===== config.mk =====
export PLATFORM = sky130hd
export DESIGN_NAME = keypad_matrix_ctrl_flat
export DESIGN_NICKNAME = d
export VERILOG_FILES = /design/src/rtl/keypad_matrix_ctrl_if.sv /design/src/rtl/keypad_matrix_ctrl.sv /design/src/flat_wrapper.sv
export SDC_FILE = /design/constraint.sdc
export NUM_CORES = 1
export LEC_CHECK = 0
export BUFFER_PORTS_ARGS = -buffer_cell sky130_fd_sc_hd__buf_2
export CORE_ASPECT_RATIO = 0.6
export CORE_MARGIN = 2
export CORE_UTILIZATION = 58
export DETAILED_ROUTE_END_ITERATION = 10
export PLACE_DENSITY = 0.82
export SYNTH_ARGS = -nofsm -noshare
export SYNTH_HDL_FRONTEND = slang
export SYNTH_SLANG_ARGS = --single-unit
export TNS_END_PERCENT = 20

===== constraint.sdc =====
create_clock -name clk -period 7.45 [get_ports clk]
set_clock_uncertainty 0.1 [all_clocks]
set_input_delay 0 -clock clk [delete_from_list [all_inputs] [get_ports clk]]
set_output_delay 0 -clock clk [all_outputs]
set_load 0.01 [all_outputs]

===== src/rtl/keypad_matrix_ctrl_if.sv =====
// Signal bundle between the keypad scan sequencer and the matrix/downstream logic.
// The master side drives scan enable and the raw rows; the sequencer (slave) drives the rest.
interface keypad_matrix_ctrl_if;
  logic        scan_en;
  logic [2:0]  row_in;
  logic [3:0]  col_out;
  logic [11:0] key_vec;
  logic [11:0] key_out;
  logic        key_valid;
  logic        key_down;
  logic        multi_key;

  modport master (
    output scan_en, row_in,
    input  col_out, key_vec, key_out, key_valid, key_down, multi_key
  );

  modport slave (
    input  scan_en, row_in,
    output col_out, key_vec, key_out, key_valid, key_down, multi_key
  );
endinterface


===== src/rtl/keypad_matrix_ctrl.sv =====
// 4-column x 3-row keypad scanner: column drive, row sampling, frame debounce,
// and a press/release FSM that emits one single-cycle strobe per clean press.
module keypad_matrix_ctrl #(
    parameter int SCAN_DIV       = 1000,
    parameter int DEBOUNCE_SCANS = 4
) (
    input logic                 clk,
    input logic                 rst,
    keypad_matrix_ctrl_if.slave kp
);

    localparam int              DW        = (SCAN_DIV > 1) ? $clog2(SCAN_DIV) : 1;
    localparam logic [DW-1:0]   DWELL_MAX = DW'(SCAN_DIV - 1);
    localparam logic [3:0]      DEB       = 4'(DEBOUNCE_SCANS);

    typedef enum logic {IDLE, HELD} state_t;

    logic [2:0]    row_meta, row_s;
    logic [DW-1:0] dwell;
    logic [1:0]    col_idx;
    logic [11:0]   partial, prev_frame, key_vec_r, key_out_r;
    logic [3:0]    stable_cnt, stable_next, ones;
    logic          key_valid_r, multi_key_r;
    logic          sample, frame_end, strobe;
    logic [11:0]   frame, deb_vec;
    state_t        state, state_next;

    function automatic logic [3:0] popcount12(input logic [11:0] v);
        logic [3:0] n;
        n = 4'd0;
        for (int i = 0; i < 12; i++) n = n + {3'b000, v[i]};
        return n;
    endfunction

    function automatic logic [3:0] sat_inc(input logic [3:0] v);
        return (v >= DEB) ? DEB : v + 4'd1;
    endfunction

    // At frame end the column-3 rows are still in row_s, so the frame is assembled here.
    always_comb begin
        sample      = kp.scan_en && (dwell == DWELL_MAX);
        frame_end   = sample && (col_idx == 2'd3);
        frame       = {row_s, partial[8:0]};
        stable_next = (frame == prev_frame) ? sat_inc(stable_cnt) : 4'd1;
        deb_vec     = (stable_next >= DEB) ? frame : key_vec_r;
        ones        = popcount12(deb_vec);
    end

    always_comb begin
        state_next = state;
        strobe     = 1'b0;
        if (frame_end) begin
            unique case (state)
                IDLE: begin
                    if (ones == 4'd1) begin
                        strobe     = 1'b1;
                        state_next = HELD;
                    end else if (ones > 4'd1) begin
                        state_next = HELD;
                    end
                end
                HELD: if (deb_vec == 12'd0) state_next = IDLE;
                default: state_next = IDLE;
            endcase
        end
    end

    always_ff @(posedge clk or posedge rst) begin
        if (rst) begin
            row_meta <= 3'd0;
            row_s    <= 3'd0;
        end else begin
            row_meta <= kp.row_in;
            row_s    <= row_meta;
        end
    end

    always_ff @(posedge clk or posedge rst) begin
        if (rst) begin
            dwell   <= '0;
            col_idx <= 2'd0;
            partial <= 12'd0;
        end else if (!kp.scan_en) begin
            dwell   <= '0;
            col_idx <= 2'd0;
            partial <= 12'd0;
        end else if (sample) begin
            dwell   <= '0;
            col_idx <= col_idx + 2'd1;
            if (col_idx == 2'd3) partial <= 12'd0;
            else                 partial[col_idx*3 +: 3] <= row_s;
        end else begin
            dwell <= dwell + 1'b1;
        end
    end

    always_ff @(posedge clk or posedge rst) begin
        if (rst) begin
            prev_frame  <= 12'd0;
            stable_cnt  <= 4'd0;
            key_vec_r   <= 12'd0;
            multi_key_r <= 1'b0;
            key_out_r   <= 12'd0;
            key_valid_r <= 1'b0;
            state       <= IDLE;
        end else begin
            key_valid_r <= strobe;
            key_out_r   <= strobe ? deb_vec : 12'd0;
            state       <= state_next;
            if (frame_end) begin
                prev_frame  <= frame;
                stable_cnt  <= stable_next;
                key_vec_r   <= deb_vec;
                multi_key_r <= (ones > 4'd1);
            end
        end
    end

    assign kp.col_out   = kp.scan_en ? (4'b0001 << col_idx) : 4'b0000;
    assign kp.key_vec   = key_vec_r;
    assign kp.key_out   = key_out_r;
    assign kp.key_valid = key_valid_r;
    assign kp.key_down  = (state == HELD);
    assign kp.multi_key = multi_key_r;

endmodule


===== src/flat_wrapper.sv =====
// flat-port wrapper written by rule: the top's interface ports become plain ports
module keypad_matrix_ctrl_flat 
#(
    parameter int SCAN_DIV       = 1000,
    parameter int DEBOUNCE_SCANS = 4
)
  (clk, rst, kp_scan_en, kp_row_in, kp_col_out, kp_key_vec, kp_key_out, kp_key_valid, kp_key_down, kp_multi_key);
  keypad_matrix_ctrl_if kp_i ();
  input logic clk;
  input logic rst;
  input wire logic [$bits(kp_i.scan_en)-1:0] kp_scan_en;
  input wire logic [$bits(kp_i.row_in)-1:0] kp_row_in;
  output wire logic [$bits(kp_i.col_out)-1:0] kp_col_out;
  output wire logic [$bits(kp_i.key_vec)-1:0] kp_key_vec;
  output wire logic [$bits(kp_i.key_out)-1:0] kp_key_out;
  output wire logic [$bits(kp_i.key_valid)-1:0] kp_key_valid;
  output wire logic [$bits(kp_i.key_down)-1:0] kp_key_down;
  output wire logic [$bits(kp_i.multi_key)-1:0] kp_multi_key;
  assign kp_i.scan_en = kp_scan_en;
  assign kp_i.row_in = kp_row_in;
  assign kp_col_out = kp_i.col_out;
  assign kp_key_vec = kp_i.key_vec;
  assign kp_key_out = kp_i.key_out;
  assign kp_key_valid = kp_i.key_valid;
  assign kp_key_down = kp_i.key_down;
  assign kp_multi_key = kp_i.multi_key;
  keypad_matrix_ctrl #(.SCAN_DIV(SCAN_DIV), .DEBOUNCE_SCANS(DEBOUNCE_SCANS)) u_core (.clk(clk), .rst(rst), .kp(kp_i));
endmodule

# Word-level counts from Yosys, hierarchy flattened
# Index checks and enable logic that the tools add are counted.
# classes
mux	20
n_addsub	15
bitwise	1
reduce_logical	3
multipliers	1
eq_ne	5
n_shift	3
magnitude_cmp	3
# ops
cell	n
12-bit 2-to-1 mux	5
4-bit by 1-bit adder with 4-bit output	10
4-bit negation with 34-bit output	1
3-bit by 34-bit variable shift with 12-bit output (first input constant)	1
3-bit by 34-bit indexed part select with 12-bit output	1
10-bit 2-to-1 mux	2
12-bit bitwise mux	1
12-bit == test	1
12-bit zero test	1
4-bit 2-to-1 mux	3
10-bit by 1-bit adder with 10-bit output (second input constant)	1
10-bit == test (second input constant)	1
4-bit by 3-bit >= comparator with 1-bit output (second input constant)	2
1-bit 2-to-1 mux	6
4-bit by 1-bit adder with 4-bit output (second input constant)	1
4-bit by 1-bit == test with 1-bit output (second input constant)	1
4-bit by 1-bit > comparator with 1-bit output (second input constant)	1
2-bit by 2-bit multiplier with 4-bit output (second input constant)	1
2-bit 2-to-1 mux	2
1-bit by 2-bit << shifter with 4-bit output (first input constant)	1
1-bit by 1-bit adder with 2-bit output	1
2-bit by 1-bit adder with 2-bit output (second input constant)	1
2-bit == test (second input constant)	1
1-bit logical AND	2
other kinds (3)	3
# totals
output_inout_bits	31
elab_cells	63
input_bits	6
register_bits	73

# Longest topological paths before layout
# Gate-level depths: netlist (run 1).
# depth
ltp_word	21
ltp_mapped	21
ltp_nobuf	18

# Least setup slack after synthesis (run 1)
# Ideal clock, no wire load.
# synth_path
path_type	register to register
from	reg u_core.row_s[2]
to	reg u_core.key_out_r[11] (netlist: u_core.kp.key_out[11])
arrival_time_ns	5.477
setup_time_ns	0.073
t_required_ns	7.277
synth_period_minus_slack_ns	5.650
slack_ns	1.800
n_path_buf	3
path_stages_with_launch	20
path_cell_list	dfrtp_1 clkbuf_1 xnor2_1 nand4_1 nor4_4 buf_4 mux2i_1 ha_1 inv_1 fa_1 fa_1 fa_1 fa_1 fa_1 nor2_1 a31oi_1 or3b_2 or4_4 buf_6 nor2_1
# synth_between
elab_chain_len	20
# synth_rtl
item	line_no	rtl
start, declared	keypad_matrix_ctrl.sv:18	logic [2:0] row_meta, row_s;
start signal, assigned	keypad_matrix_ctrl.sv:74	row_s <= row_meta;
12-bit == test	keypad_matrix_ctrl.sv:44	stable_next = (frame == prev_frame) ? sat_inc(stable_cnt) : 4'd1;
4-bit 2-to-1 mux	keypad_matrix_ctrl.sv:44	
4-bit by 3-bit >= comparator with 1-bit output	keypad_matrix_ctrl.sv:45	deb_vec = (stable_next >= DEB) ? frame : key_vec_r;
12-bit 2-to-1 mux *	keypad_matrix_ctrl.sv:45	
1-bit by 1-bit adder with 2-bit output	keypad_matrix_ctrl.sv:31	for (int i = 0; i < 12; i++) n = n + {3'b000, v[i]};
4-bit by 1-bit adder with 4-bit output (10 in a row)	keypad_matrix_ctrl.sv:31	
4-bit by 1-bit == test with 1-bit output	keypad_matrix_ctrl.sv:55	if (ones == 4'd1) begin
1-bit 2-to-1 mux	keypad_matrix_ctrl.sv:55	
1-bit 2-to-1 mux	keypad_matrix_ctrl.sv:53	unique case (state)
1-bit 2-to-1 mux	keypad_matrix_ctrl.sv:52	if (frame_end) begin
12-bit 2-to-1 mux *	keypad_matrix_ctrl.sv:108	key_out_r <= strobe ? deb_vec : 12'd0;
end signal, assigned	keypad_matrix_ctrl.sv:108	
end, declared	keypad_matrix_ctrl.sv:21	logic [11:0] partial, prev_frame, key_vec_r, key_out_r;
# Mark *: on every way between the ends. The rest lies on a longest branch, timed or not.
# A chain may end at the register's enable or synchronous reset.

# Worst setup path after layout (run 1)
# layout_path
from	reg u_core.partial[1]
to	reg u_core.key_out_r[8] (netlist: u_core.kp.key_out[8])
# layout_between
elab_chain_len	20
# layout_rtl
item	line_no	rtl
start, declared	keypad_matrix_ctrl.sv:21	
start signal, assigned by index	keypad_matrix_ctrl.sv:91	else partial[col_idx*3 +: 3] <= row_s;
12-bit == test	keypad_matrix_ctrl.sv:44	
4-bit 2-to-1 mux	keypad_matrix_ctrl.sv:44	
4-bit by 3-bit >= comparator with 1-bit output	keypad_matrix_ctrl.sv:45	
12-bit 2-to-1 mux *	keypad_matrix_ctrl.sv:45	
1-bit by 1-bit adder with 2-bit output	keypad_matrix_ctrl.sv:31	
4-bit by 1-bit adder with 4-bit output (10 in a row)	keypad_matrix_ctrl.sv:31	
4-bit by 1-bit == test with 1-bit output	keypad_matrix_ctrl.sv:55	
1-bit 2-to-1 mux	keypad_matrix_ctrl.sv:55	
1-bit 2-to-1 mux	keypad_matrix_ctrl.sv:53	
1-bit 2-to-1 mux	keypad_matrix_ctrl.sv:52	
12-bit 2-to-1 mux *	keypad_matrix_ctrl.sv:108	
# Marked as above.

==> metrics.yaml, run 1 <==
run_status:
  result_of_the_run: "finished clean"
clocking:
  numCtsBuffers: 9
  deepest_level_of_the_cts_h_tree: 3
  cts_setup_buffers: 0
  tritoncts_clock_tree: "yes"
  cts.path.max_buffers: 2
  ctsHoldBuffers: 5
  cts-root-buf: "sky130_fd_sc_hd__clkbuf_8"
  clock_latency_at_the_later_pin_of_the_worst_skew_pair_ns: 0.35
  cts_sinks: 70
  postCtsResizedCells: 0
  cts.reportedPaths.clkPinSlew_ns: 0.07
placement:
  detailed_place.area_um2: 3660
  portBuffers: 36
  routabilityCongestion: 0.809
  hpwl_um: 5080
grt:
  gr-usage-all-layers_pct: 23.7
  grt_start_max_net_pins: 71
  grt_pass1_wl_um: 11400
  grt_pass1_vias: 2261
  globalRouteOverflowTotal: 0
  antenna_found_initial: 0
sta:
  finalHoldWorstSlack_ns: 0.186
  worst_pin_slew_ns: 0.863
  timing.final.crit_share_pct: 81.4
  max_freq_mhz: 165
  timing.setup.tns_ns: 0
  post_route_minimum_period_ns: 6.06
  hold_violations: 0
  timing.final.max_slew_violations: 0
  unrepaired_setup_endpoints_after_global_routing: "no"
  setup_viol: 0
  timing.slew.headroom_pct: 42.4
worst_hold_path:
  worst_hold_startpoint: "kp_row_in[2]"
  hold_path.class: "in -> reg"
synth:
  mappedNetlistArea_um2: 3420
  avgSynthCellArea_um2: 11.5
  syn-instance-count: 297
  synthArstFlopShare_pct: 100
  synth_cell_types: 40
  yosys_warnings: 0
  seq_area_frac_synth_pct: 51.3
  number_of_register_bits_inferred_by_synthesis: 70
  synth_flop_cell: "sky130_fd_sc_hd__dfrtp_1"
  edff_count_synth: 0
  synth.net_count: 322
layout:
  antenna_cells: 0
  final_cell_area_um2: 3860
  finalNetCount: 365
  area_growth_pct: 13.1
  drive_above_1_share_pct: 23.5
setup_path:
  cp_max_fo: 14
  cp-startpoint: "u_core.partial[1]$_DFFE_PP0P_"
  cp_num_buf_inv: 2
  crit_family: "adder cells"
  cp_launch_type: "flop"
  reg2reg_from: "u_core.partial[1]$_DFFE_PP0P_"
  timing.critical_path.arrival_ns: 6.25
  worst_ep_required_time_ns: 7.64
  crit_path_end_kind: "flop"
  crit_chain: "xnor2_1 > nand4_1 > nor4_4 > buf_4 > mux2i_1 > ha_1 > inv_1 > fa_1 > fa_1 > fa_1 > fa_1 > fa_1 > nor2_1 > a31oi_1 > or3b_2 > or4_4 > and2b_1"
  critical-path-max-stage-delay_ns: 0.54
  slowest_stage: "sky130_fd_sc_hd__fa_1"
  critPathMostFrequentCell: "sky130_fd_sc_hd__fa_1"
  worst_setup_path_class: "reg -> reg"
floorplan:
  die_y_um: 63.4
  initial_core_util_pct: 60.7
  floorplan.core_area_um2: 5620
  dieArea_um2: 6540
  placementRows: 21
  io-pin-count: 37
  die-width_um: 103
power_and_ir_drop:
  leakagePower_nw: 1.93
  pwr_dens_nw_per_um2: 175
  ir_worst_vdd_uv: 93.8
run:
  max-cap-violations: 0
drt:
  route.detailed.wl_per_inst_um: 16.5
  post_drt_via_cell_ratio: 5.39
  dr.pass1.iters: 4
  totalWireLength_um: 6980
  dr_total_vias: 2285
  ant_nets: 0
  drc: 0
  drt_iter0_drc: 154
where the power goes:
| group | internal, mW | switching (mW) | total, mW |
|---|---|---|---|
| registers | 0.384 | 0.00587 | 0.390 |
| clock network | 0.118 | 0.141 | 0.259 |
| logic | 0.00879 | 0.0172 | 0.0260 |
| total | 0.511 | 0.164 | 0.674 |
final timing paths:
| kind | end | slack (ns) | depth (start not counted) |
|---|---|---|---|
| worst max-delay path | u_core.kp.key_out[8]$_DFF_PP0_ | 1.39 | 17 |
| worst min-delay path | u_core.row_meta[2]$_DFF_PP0_ | 0.19 | 2 |
| worst max register to register | u_core.kp.key_out[8]$_DFF_PP0_ | 1.39 | 17 |
| worst min register to register | u_core.row_s[2]$_DFF_PP0_ | 0.25 | 0 |
| max in group asynchronous | u_core.kp.key_vec[7]$_DFFE_PP0P_ | 6.34 | 4 |
| min in group asynchronous | u_core.dwell[6]$_DFF_PP0_ | 0.35 | 4 |
cell families after synthesis:
group | after synthesis | share of synthesized area (%)
flops | 70 | 51.3
buf+inv | 32 | 3.88
xor+xnor | 19 | 4.87
compound gates | 25 | 4.40
fa+ha+maj | 19 | 8.50
simple gates | 97 | 16.0
mux | 35 | 11.1
state kept, by name, summed over array words and instances, names as in the netlist, 2 cells and up:
name	count
u_core.stable_cnt	4
u_core.prev_frame	12
u_core.kp.key_out	12
u_core.row_s	3
u_core.dwell	10
u_core.row_meta	3
u_core.kp.key_vec	12
u_core.partial	9
u_core.col_idx	2
cell type report:
type | instances | area, um2
clock buffer | 11 | 131
clock inverter | 4 | 25.0
fill | 447 | 1760
inverter | 21 | 78.8
multi-input combinational | 195 | 1530
sequential | 70 | 1750
tap | 80 | 100
timing repair buffer | 43 | 245
per-layer routing:
metal	share of wire (%)	global-route usage, %
met5	0	0
met4	1.3	7.73
met2	42	32.0
met3	7.5	8.10
met1	49	35.8
stage by stage:
stage | setup slack (ns) | total power, mW | std cells | utilization [%]
after floorplan | 1.80 | 0.413 | 297 | -
after global placement | 1.65 | 0.420 | 404 | 65.0
after detailed placement | 1.47 | 0.421 | 404 | 65.0
after CTS | 1.44 | 0.679 | 424 | 68.7
after global routing | 1.05 | 0.697 | 424 | 68.7
final | 1.39 | 0.674 | 424 | 68.7
layout by cell type, fill, tap and decap left out, types with 5 or more instances in the layout:
cell type,count
sky130_fd_sc_hd__and2_1,7
sky130_fd_sc_hd__buf_2,36
sky130_fd_sc_hd__clkbuf_8,9
sky130_fd_sc_hd__dfrtp_1,70
sky130_fd_sc_hd__dlygate4sd3_1,5
sky130_fd_sc_hd__fa_1,7
sky130_fd_sc_hd__ha_1,12
sky130_fd_sc_hd__inv_1,20
sky130_fd_sc_hd__mux2_2,22
sky130_fd_sc_hd__mux2i_1,13
sky130_fd_sc_hd__nand2_1,25
sky130_fd_sc_hd__nand3_1,9
sky130_fd_sc_hd__nor2_1,18
sky130_fd_sc_hd__nor4_1,6
sky130_fd_sc_hd__o21ai_0,17
sky130_fd_sc_hd__xnor2_1,16
synthesized netlist by cell type, types with 3 or more instances:
| master | count | area [um2] |
|---|---|---|
| sky130_fd_sc_hd__mux2i_1 | 13 | 130 |
| sky130_fd_sc_hd__mux2_2 | 22 | 248 |
| sky130_fd_sc_hd__and2_1 | 7 | 43.8 |
| sky130_fd_sc_hd__xor2_1 | 3 | 26.3 |
| sky130_fd_sc_hd__nand4_1 | 4 | 25.0 |
| sky130_fd_sc_hd__nor4_1 | 6 | 37.5 |
| sky130_fd_sc_hd__dfrtp_1 | 70 | 1750 |
| sky130_fd_sc_hd__clkbuf_1 | 8 | 30.0 |
| sky130_fd_sc_hd__inv_1 | 21 | 78.8 |
| sky130_fd_sc_hd__nor3_1 | 4 | 20.0 |
| sky130_fd_sc_hd__o21ai_0 | 17 | 85.1 |
| sky130_fd_sc_hd__fa_1 | 7 | 140 |
| sky130_fd_sc_hd__ha_1 | 12 | 150 |
| sky130_fd_sc_hd__nor2b_1 | 3 | 18.8 |
| sky130_fd_sc_hd__nand2_1 | 25 | 93.8 |
| sky130_fd_sc_hd__xnor2_1 | 16 | 140 |
| sky130_fd_sc_hd__nand3_1 | 9 | 45.0 |
| sky130_fd_sc_hd__and3_1 | 4 | 25.0 |
| sky130_fd_sc_hd__and2b_1 | 3 | 22.5 |
| sky130_fd_sc_hd__nor2_1 | 18 | 67.6 |
No activity file was read; power rests on OpenSTA's default activity.
==> run 2, diff against run 1 <==
==> constraint.sdc (replaced) <==
create_clock -name clk -period 5.85 [get_ports clk]
set_clock_uncertainty 0.1 [all_clocks]
set_input_delay 0 -clock clk [delete_from_list [all_inputs] [get_ports clk]]
set_output_delay 0 -clock clk [all_outputs]
set_load 0.01 [all_outputs]
==> run 2 against run 1 <==
Sequential share of layout area down 3.0 points; non-clock buffer count rose by 17; sequential power increased by 27%; flip-flop and latch count stayed put; global-route usage up 2.3 points; utilization grew 5.2 points; cell count grew 4.5%; worst hold slack worse by 0.0013 ns; critical path type unchanged; largest cell class unchanged.
==> metrics.yaml, run 2 (same netlist as run 1, synthesis figures left out) <==
run_status:
  result_of_the_run: "finished clean"
drt:
  drc: 0
  drt_iter0_drc: 143
  ant_nets: 0
  dr.pass1.iters: 4
  post_drt_via_cell_ratio: 5.51
  dr_total_vias: 2442
  route.detailed.wl_per_inst_um: 17.6
  totalWireLength_um: 7810
power_and_ir_drop:
  ir_worst_vdd_uv: 162
  power.combinational.fraction_pct: 4.2
  power.share.clock_pct: 47.6
  power.switching_uw: 223
  p_sw_share_pct: 21.8
  internal_power_uw: 801
  share_seq_of_total_power_pct: 48.3
  leakagePower_nw: 2.07
  pwr_dens_nw_per_um2: 246
setup_path:
  regToRegSetupSlack_ns: 0.22
  worst_setup_path_class: "reg -> reg"
  worstSetupEndpoint: "u_core.kp.key_out[8]$_DFF_PP0_"
  worst_r2r_path_depth: 17
  cp_launch_type: "flop"
  timing.critical_path.arrival_ns: 5.82
  cp-startpoint: "u_core.partial[2]$_DFFE_PP0P_"
  cp_max_fo: 7
  reg2reg_to: "u_core.kp.key_out[8]$_DFF_PP0_"
  crit_path_end_kind: "flop"
  reg2reg_from: "u_core.partial[2]$_DFFE_PP0P_"
  worst_ep_required_time_ns: 6.04
grt:
  globalRouteOverflowTotal: 0
  gr-usage-all-layers_pct: 26.0
  grt_pass1_vias: 2362
  antenna_found_initial: 0
  grt_pass1_wl_um: 12400
  grt_start_max_net_pins: 71
worst_hold_path:
  hold_path.class: "in -> reg"
clocking:
  cts.reportedPaths.clkPinSlew_ns: 0.07
  cts.path.max_buffers: 2
  tritoncts_clock_tree: "yes"
  cts_sinks: 70
  clock_latency_at_the_later_pin_of_the_worst_skew_pair_ns: 0.36
  numCtsBuffers: 9
  deepest_level_of_the_cts_h_tree: 3
  cts-root-buf: "sky130_fd_sc_hd__clkbuf_8"
sta:
  max_freq_mhz: 178
  timing.setup.tns_ns: 0
  worst_pin_slew_ns: 0.863
  timing.final.crit_share_pct: 96.2
  timing.slew.headroom_pct: 42.1
  timing.final.max_slew_violations: 0
  finalHoldWorstSlack_ns: 0.184
  post_route_minimum_period_ns: 5.63
  hold_violations: 0
  setup_viol: 0
layout:
  antenna_cells: 0
  finalNetCount: 383
  highest_count_cells_in_the_layout_ignoring_fill_and_taps: "sky130_fd_sc_hd__dfrtp_1 (65), sky130_fd_sc_hd__buf_2 (36), sky130_fd_sc_hd__nand2_1 (25)"
  commonest_non_fill_non_tap_cell_in_the_layout: "sky130_fd_sc_hd__dfrtp_1"
  area_growth_pct: 21.6
  fill_cells: 392
  drive_above_1_share_pct: 31.1
placement:
  routabilityCongestion: 0.838
  hpwl_um: 5280
  portBuffers: 36
floorplan:
  initial_core_util_pct: 60.7
  io-pin-count: 37
  floorplan.core_area_um2: 5620
  placementRows: 21
  dieArea_um2: 6540
  die-width_um: 103
  die_y_um: 63.4
run:
  max-cap-violations: 0
run 2: per-layer routing:
| metal | wire (um) | GRT usage, % | up-vias |
|---|---|---|---|
| met3 | 631 | 7.33 | 12 |
| met4 | 134 | 8.39 | 0 |
| li1 | - | - | 1130 |
| met5 | 0 | 0 | - |
| met2 | 3500 | 34.8 | 89 |
| met1 | 3550 | 40.7 | 1211 |
run 2: worst min-delay path by stage:
stage                             from                            to  slack, ns  cells after the start
after global placement    kp_row_in[0]  u_core.row_meta[0]$_DFF_PP0_       0.01                      1
after floorplan           kp_row_in[0]  u_core.row_meta[0]$_DFF_PP0_      -0.07                      0
after global routing      kp_row_in[1]  u_core.row_meta[1]$_DFF_PP0_       0.18                      2
after detailed placement  kp_row_in[1]  u_core.row_meta[1]$_DFF_PP0_       0.01                      1
after CTS                 kp_row_in[2]  u_core.row_meta[2]$_DFF_PP0_       0.17                      2
final                     kp_row_in[2]  u_core.row_meta[2]$_DFF_PP0_       0.18                      2
run 2: area by class of cell:
| class | count | area, um2 | share of cell area, % |
|---|---|---|---|
| Inverter | 21 | 78.8 | 1.90 |
| Sequential cell | 70 | 1760 | 42.3 |
| Clock buffer | 11 | 141 | 3.40 |
| Clock inverter | 5 | 106 | 2.56 |
| Timing Repair Buffer | 60 | 373 | 8.97 |
| Tap cell | 80 | 100 | 2.41 |
| Multi-Input combinational cell | 196 | 1600 | 38.5 |
run 2: what timing repair did:
item                                   in CTS  in global routing
buffers inserted                            2                  7
pin swaps                                   1                  5
cloned                                      0                  1
hold buffers                                5                  0
endpoints found under the hold margin      79                  0
setup endpoints to repair                   4                 13
gates resized for setup                     3                 13
run 2: critical path, cell delays in order, from the launching register on:
cell,delay (ns)
sky130_fd_sc_hd__dfrtp_2,0.43
sky130_fd_sc_hd__xnor2_1,0.16
sky130_fd_sc_hd__nand4_1,0.21
sky130_fd_sc_hd__nor4_4,0.31
sky130_fd_sc_hd__buf_4,0.20
sky130_fd_sc_hd__mux2i_4,0.26
sky130_fd_sc_hd__ha_1,0.26
sky130_fd_sc_hd__inv_1,0.08
sky130_fd_sc_hd__fa_1,0.43
sky130_fd_sc_hd__fa_1,0.54
sky130_fd_sc_hd__fa_1,0.43
sky130_fd_sc_hd__fa_2,0.37
sky130_fd_sc_hd__fa_2,0.34
sky130_fd_sc_hd__nor2_1,0.09
sky130_fd_sc_hd__a31oi_1,0.11
sky130_fd_sc_hd__or3b_4,0.40
sky130_fd_sc_hd__or4_4,0.59
sky130_fd_sc_hd__and2b_1,0.24
run 2: power groups by stage:
| stage | sequential [mW] | combinational (mW) | clock, mW |
|---|---|---|---|
| after CTS | 0.495 | 0.0372 | 0.493 |
| after global placement | 0.503 | 0.0338 | 0 |
| final | 0.494 | 0.0425 | 0.487 |
| after floorplan | 0.501 | 0.0244 | 0 |
| after global routing | 0.495 | 0.0480 | 0.516 |
| after detailed placement | 0.504 | 0.0345 | 0 |
run 2: metrics by stage:
stage          utilization, %  std cells  area (um2)  total power [mW]  setup WS [ns]
6_report                 73.9        443        4160              1.02          0.224
5_1_grt                  73.9        443        4160              1.06        -0.0186
4_1_cts                  72.1        436        4050              1.02        0.00710
3_5_place_dp             66.2        413        3720             0.538        -0.0474
3_3_place_gp             66.2        413        3720             0.537          0.233
2_1_floorplan               -        297        3420             0.526          0.200
==> run 3, diff against run 2 <==
--- a/config.mk
+++ b/config.mk
@@ -5,12 +5,14 @@
 export SDC_FILE = /design/constraint.sdc
 export NUM_CORES = 1
 export LEC_CHECK = 0
-export BUFFER_PORTS_ARGS = -buffer_cell sky130_fd_sc_hd__buf_2
 export CORE_ASPECT_RATIO = 0.6
 export CORE_MARGIN = 2
-export CORE_UTILIZATION = 58
+export CORE_UTILIZATION = 61
 export DETAILED_ROUTE_END_ITERATION = 10
-export PLACE_DENSITY = 0.82
+export DONT_BUFFER_PORTS = 1
+export PLACE_DENSITY = 0.8
+export SETUP_SLACK_MARGIN = 0.05
+export SKIP_LAST_GASP = 1
 export SYNTH_ARGS = -nofsm -noshare
 export SYNTH_HDL_FRONTEND = slang
 export SYNTH_SLANG_ARGS = --single-unit
==> run 3 against run 2 <==
Combinational power increased by 5.6%; cell count down 9.5%; clock power decreased by 18%; register-to-register slack worse by 0.13 ns; sequential share of layout area grew 1.4 points; setup slack worse by 0.13 ns; die area shrank 4.7%; total power shrank 8.5%; worst hold slack worse by 0.14 ns; via count shrank 4.4%; count of clock-buffer cells in the layout is the same; cell area shrank 3.3%.
==> metrics.yaml, run 3 (same netlist as run 1, synthesis figures left out) <==
power_and_ir_drop:
  ir_worst_vdd_uv: 196
  pwr_dens_nw_per_um2: 233
  leakagePower_nw: 1.89
grt:
  global_route.peak_usage_layer: "met1"
  gr-usage-all-layers_pct: 25.6
  grtUsageMet2_pct: 37.3
  grt_pass1_vias: 2213
  met1_usage_pct: 37.4
  grt_pass1_wl_um: 11600
  grt_start_max_net_pins: 71
  grtUsageMet3_pct: 6.82
  globalRouteOverflowTotal: 0
  antenna_found_initial: 0
setup_path:
  regToRegSetupSlack_ns: 0.09
  critPathMostFrequentCell: "sky130_fd_sc_hd__fa_1"
  worst_ep_required_time_ns: 6.02
  timing.critical_path.arrival_ns: 5.93
  critical-path-max-stage-delay_ns: 0.58
  worst_setup_path_class: "reg -> reg"
  crit_chain: "xnor2_2 > nand4_1 > nor4_4 > buf_6 > mux2i_4 > ha_1 > inv_2 > fa_1 > fa_1 > fa_1 > fa_2 > fa_2 > nor2_4 > a31oi_2 > or3b_4 > or4_4 > and2b_1"
  crit_path_end_kind: "flop"
  crit_family: "adder cells"
  reg2reg_to: "u_core.kp.key_out[8]$_DFF_PP0_"
  cp_max_fo: 7
  cp_launch_type: "flop"
  worst_r2r_path_depth: 17
  critical_path_cell_count: 17
  cp_num_buf_inv: 2
  reg2reg_from: "u_core.partial[1]$_DFFE_PP0P_"
  slowest_stage: "sky130_fd_sc_hd__or4_4"
sta:
  timing.setup.tns_ns: 0
  timing.slew.headroom_pct: 43.5
  max_freq_mhz: 174
  timing.final.crit_share_pct: 98.4
  timing.final.max_slew_violations: 0
  hold_violations: 0
  setup_viol: 0
  worst_pin_slew_ns: 0.848
  unrepaired_setup_endpoints_after_global_routing: "yes"
  post_route_minimum_period_ns: 5.76
layout:
  highest_count_cells_in_the_layout_ignoring_fill_and_taps: "sky130_fd_sc_hd__dfrtp_1 (66), sky130_fd_sc_hd__nand2_1 (25), sky130_fd_sc_hd__buf_4 (22)"
  antenna_cells: 0
  drive_above_1_share_pct: 26.5
  commonest_non_fill_non_tap_cell_in_the_layout: "sky130_fd_sc_hd__dfrtp_1"
  finalNetCount: 352
  instances_no_fill: 401
  area_growth_pct: 17.6
  final_cell_area_um2: 4020
drt:
  drt_iter0_drc: 170
  totalWireLength_um: 7490
  ant_nets: 0
  dr.pass1.iters: 4
  dr_total_vias: 2335
  drc: 0
  route.detailed.wl_per_inst_um: 18.7
  post_drt_via_cell_ratio: 5.82
floorplan:
  floorplan.core_area_um2: 5490
  die-width_um: 101
  dieArea_um2: 6230
  io-pin-count: 37
  placementRows: 21
  die_y_um: 62.0
  initial_core_util_pct: 62.2
clocking:
  cts.path.max_buffers: 2
  tritoncts_clock_tree: "yes"
  clock_latency_at_the_later_pin_of_the_worst_skew_pair_ns: 0.34
  deepest_level_of_the_cts_h_tree: 3
  cts-root-buf: "sky130_fd_sc_hd__clkbuf_8"
  numCtsBuffers: 9
  cts_sinks: 70
  cts.reportedPaths.clkPinSlew_ns: 0.07
worst_hold_path:
  hold_depth: 1
  min_to: "kp_col_out[2]"
  hold_path.class: "in -> out"
  worst_hold_startpoint: "kp_scan_en"
placement:
  dpl.cell_count: 365
  detailed_place.area_um2: 3540
  portBuffers: 0
  routabilityCongestion: 0.826
  hpwl_um: 5020
run:
  max-cap-violations: 0
run_status:
  result_of_the_run: "finished clean"
-- run 3: cell count changes in the layout (fill, tap and decap cells not counted), sizes merged --
cell,previous run,this run
bufinv,3,1
buf,55,24
clkinvlp,1,3
-- run 3: timing repair --
item | CTS | global route
hold buffers | 5 | 0
resized for setup | 4 | 21
buffers inserted | 2 | 12
gates cloned | 0 | 1
setup endpoints to repair | 12 | 13
hold endpoints to repair | 91 | 0
pin swaps | 2 | 11
-- run 3: cell type report --
type                       instances  area (um2)
fill                             354        1480
timing repair buffer              29         246
clock buffer                      11         151
clock inverter                     5        57.6
inverter                          21        78.8
multi-input combinational        196        1640
sequential                        70        1760
tap                               69        86.3
-- run 3: metal layers --
metal / part of all wire, % / wire, um / up-vias
li1: - / - / 1061
met1: 47 / 3510 / 1173
met3: 7.3 / 547 / 7
met4: 0.84 / 63 / 0
met2: 45 / 3370 / 94
met5: 0 / 0 / -
-- run 3: power breakdown --
group          internal [mW]  switching (mW)  leakage (nW)
combinational         0.0180          0.0269         0.842
sequential             0.489         0.00457         0.953
clock                  0.219           0.179        0.0976
-- run 3: worst register-to-register path, cell delays in order, from the launching register on --
cell and delay (ns):
sky130_fd_sc_hd__dfrtp_2 0.44, sky130_fd_sc_hd__xnor2_2 0.18, sky130_fd_sc_hd__nand4_1 0.20, sky130_fd_sc_hd__nor4_4 0.32
sky130_fd_sc_hd__buf_6 0.18, sky130_fd_sc_hd__mux2i_4 0.29, sky130_fd_sc_hd__ha_1 0.28, sky130_fd_sc_hd__inv_2 0.06
sky130_fd_sc_hd__fa_1 0.42, sky130_fd_sc_hd__fa_1 0.50, sky130_fd_sc_hd__fa_1 0.52, sky130_fd_sc_hd__fa_2 0.40
sky130_fd_sc_hd__fa_2 0.40, sky130_fd_sc_hd__nor2_4 0.10, sky130_fd_sc_hd__a31oi_2 0.11, sky130_fd_sc_hd__or3b_4 0.40
sky130_fd_sc_hd__or4_4 0.58, sky130_fd_sc_hd__and2b_1 0.23
-- run 3: metrics by stage --
stage	setup slack, ns	power [mW]	util [%]	hold WS (ns)
2_1_floorplan	0.200	0.526	-	-0.0686
3_3_place_gp	0.183	0.534	64.4	-0.0685
3_5_place_dp	-0.0954	0.535	64.4	-0.0685
4_1_cts	0.0541	0.936	69.8	0.0489
5_1_grt	-0.0572	0.973	73.1	0.0572
6_report	0.0925	0.937	73.1	0.0472
-- run 3: how the worst max path moves through the flow --
stage / start / endpoint / slack (ns)
floorplan: u_core.row_s[2]$_DFF_PP0_ / u_core.kp.key_out[11]$_DFF_PP0_ / 0.20
global placement: u_core.partial[1]$_DFFE_PP0P_ / u_core.kp.key_out[8]$_DFF_PP0_ / 0.18
detailed placement: u_core.partial[1]$_DFFE_PP0P_ / u_core.kp.key_out[8]$_DFF_PP0_ / -0.1
CTS: u_core.prev_frame[6]$_DFFE_PP0P_ / u_core.kp.key_out[8]$_DFF_PP0_ / 0.05
global route: u_core.partial[1]$_DFFE_PP0P_ / u_core.kp.key_out[8]$_DFF_PP0_ / -0.06
finish: u_core.partial[1]$_DFFE_PP0P_ / u_core.kp.key_out[8]$_DFF_PP0_ / 0.09
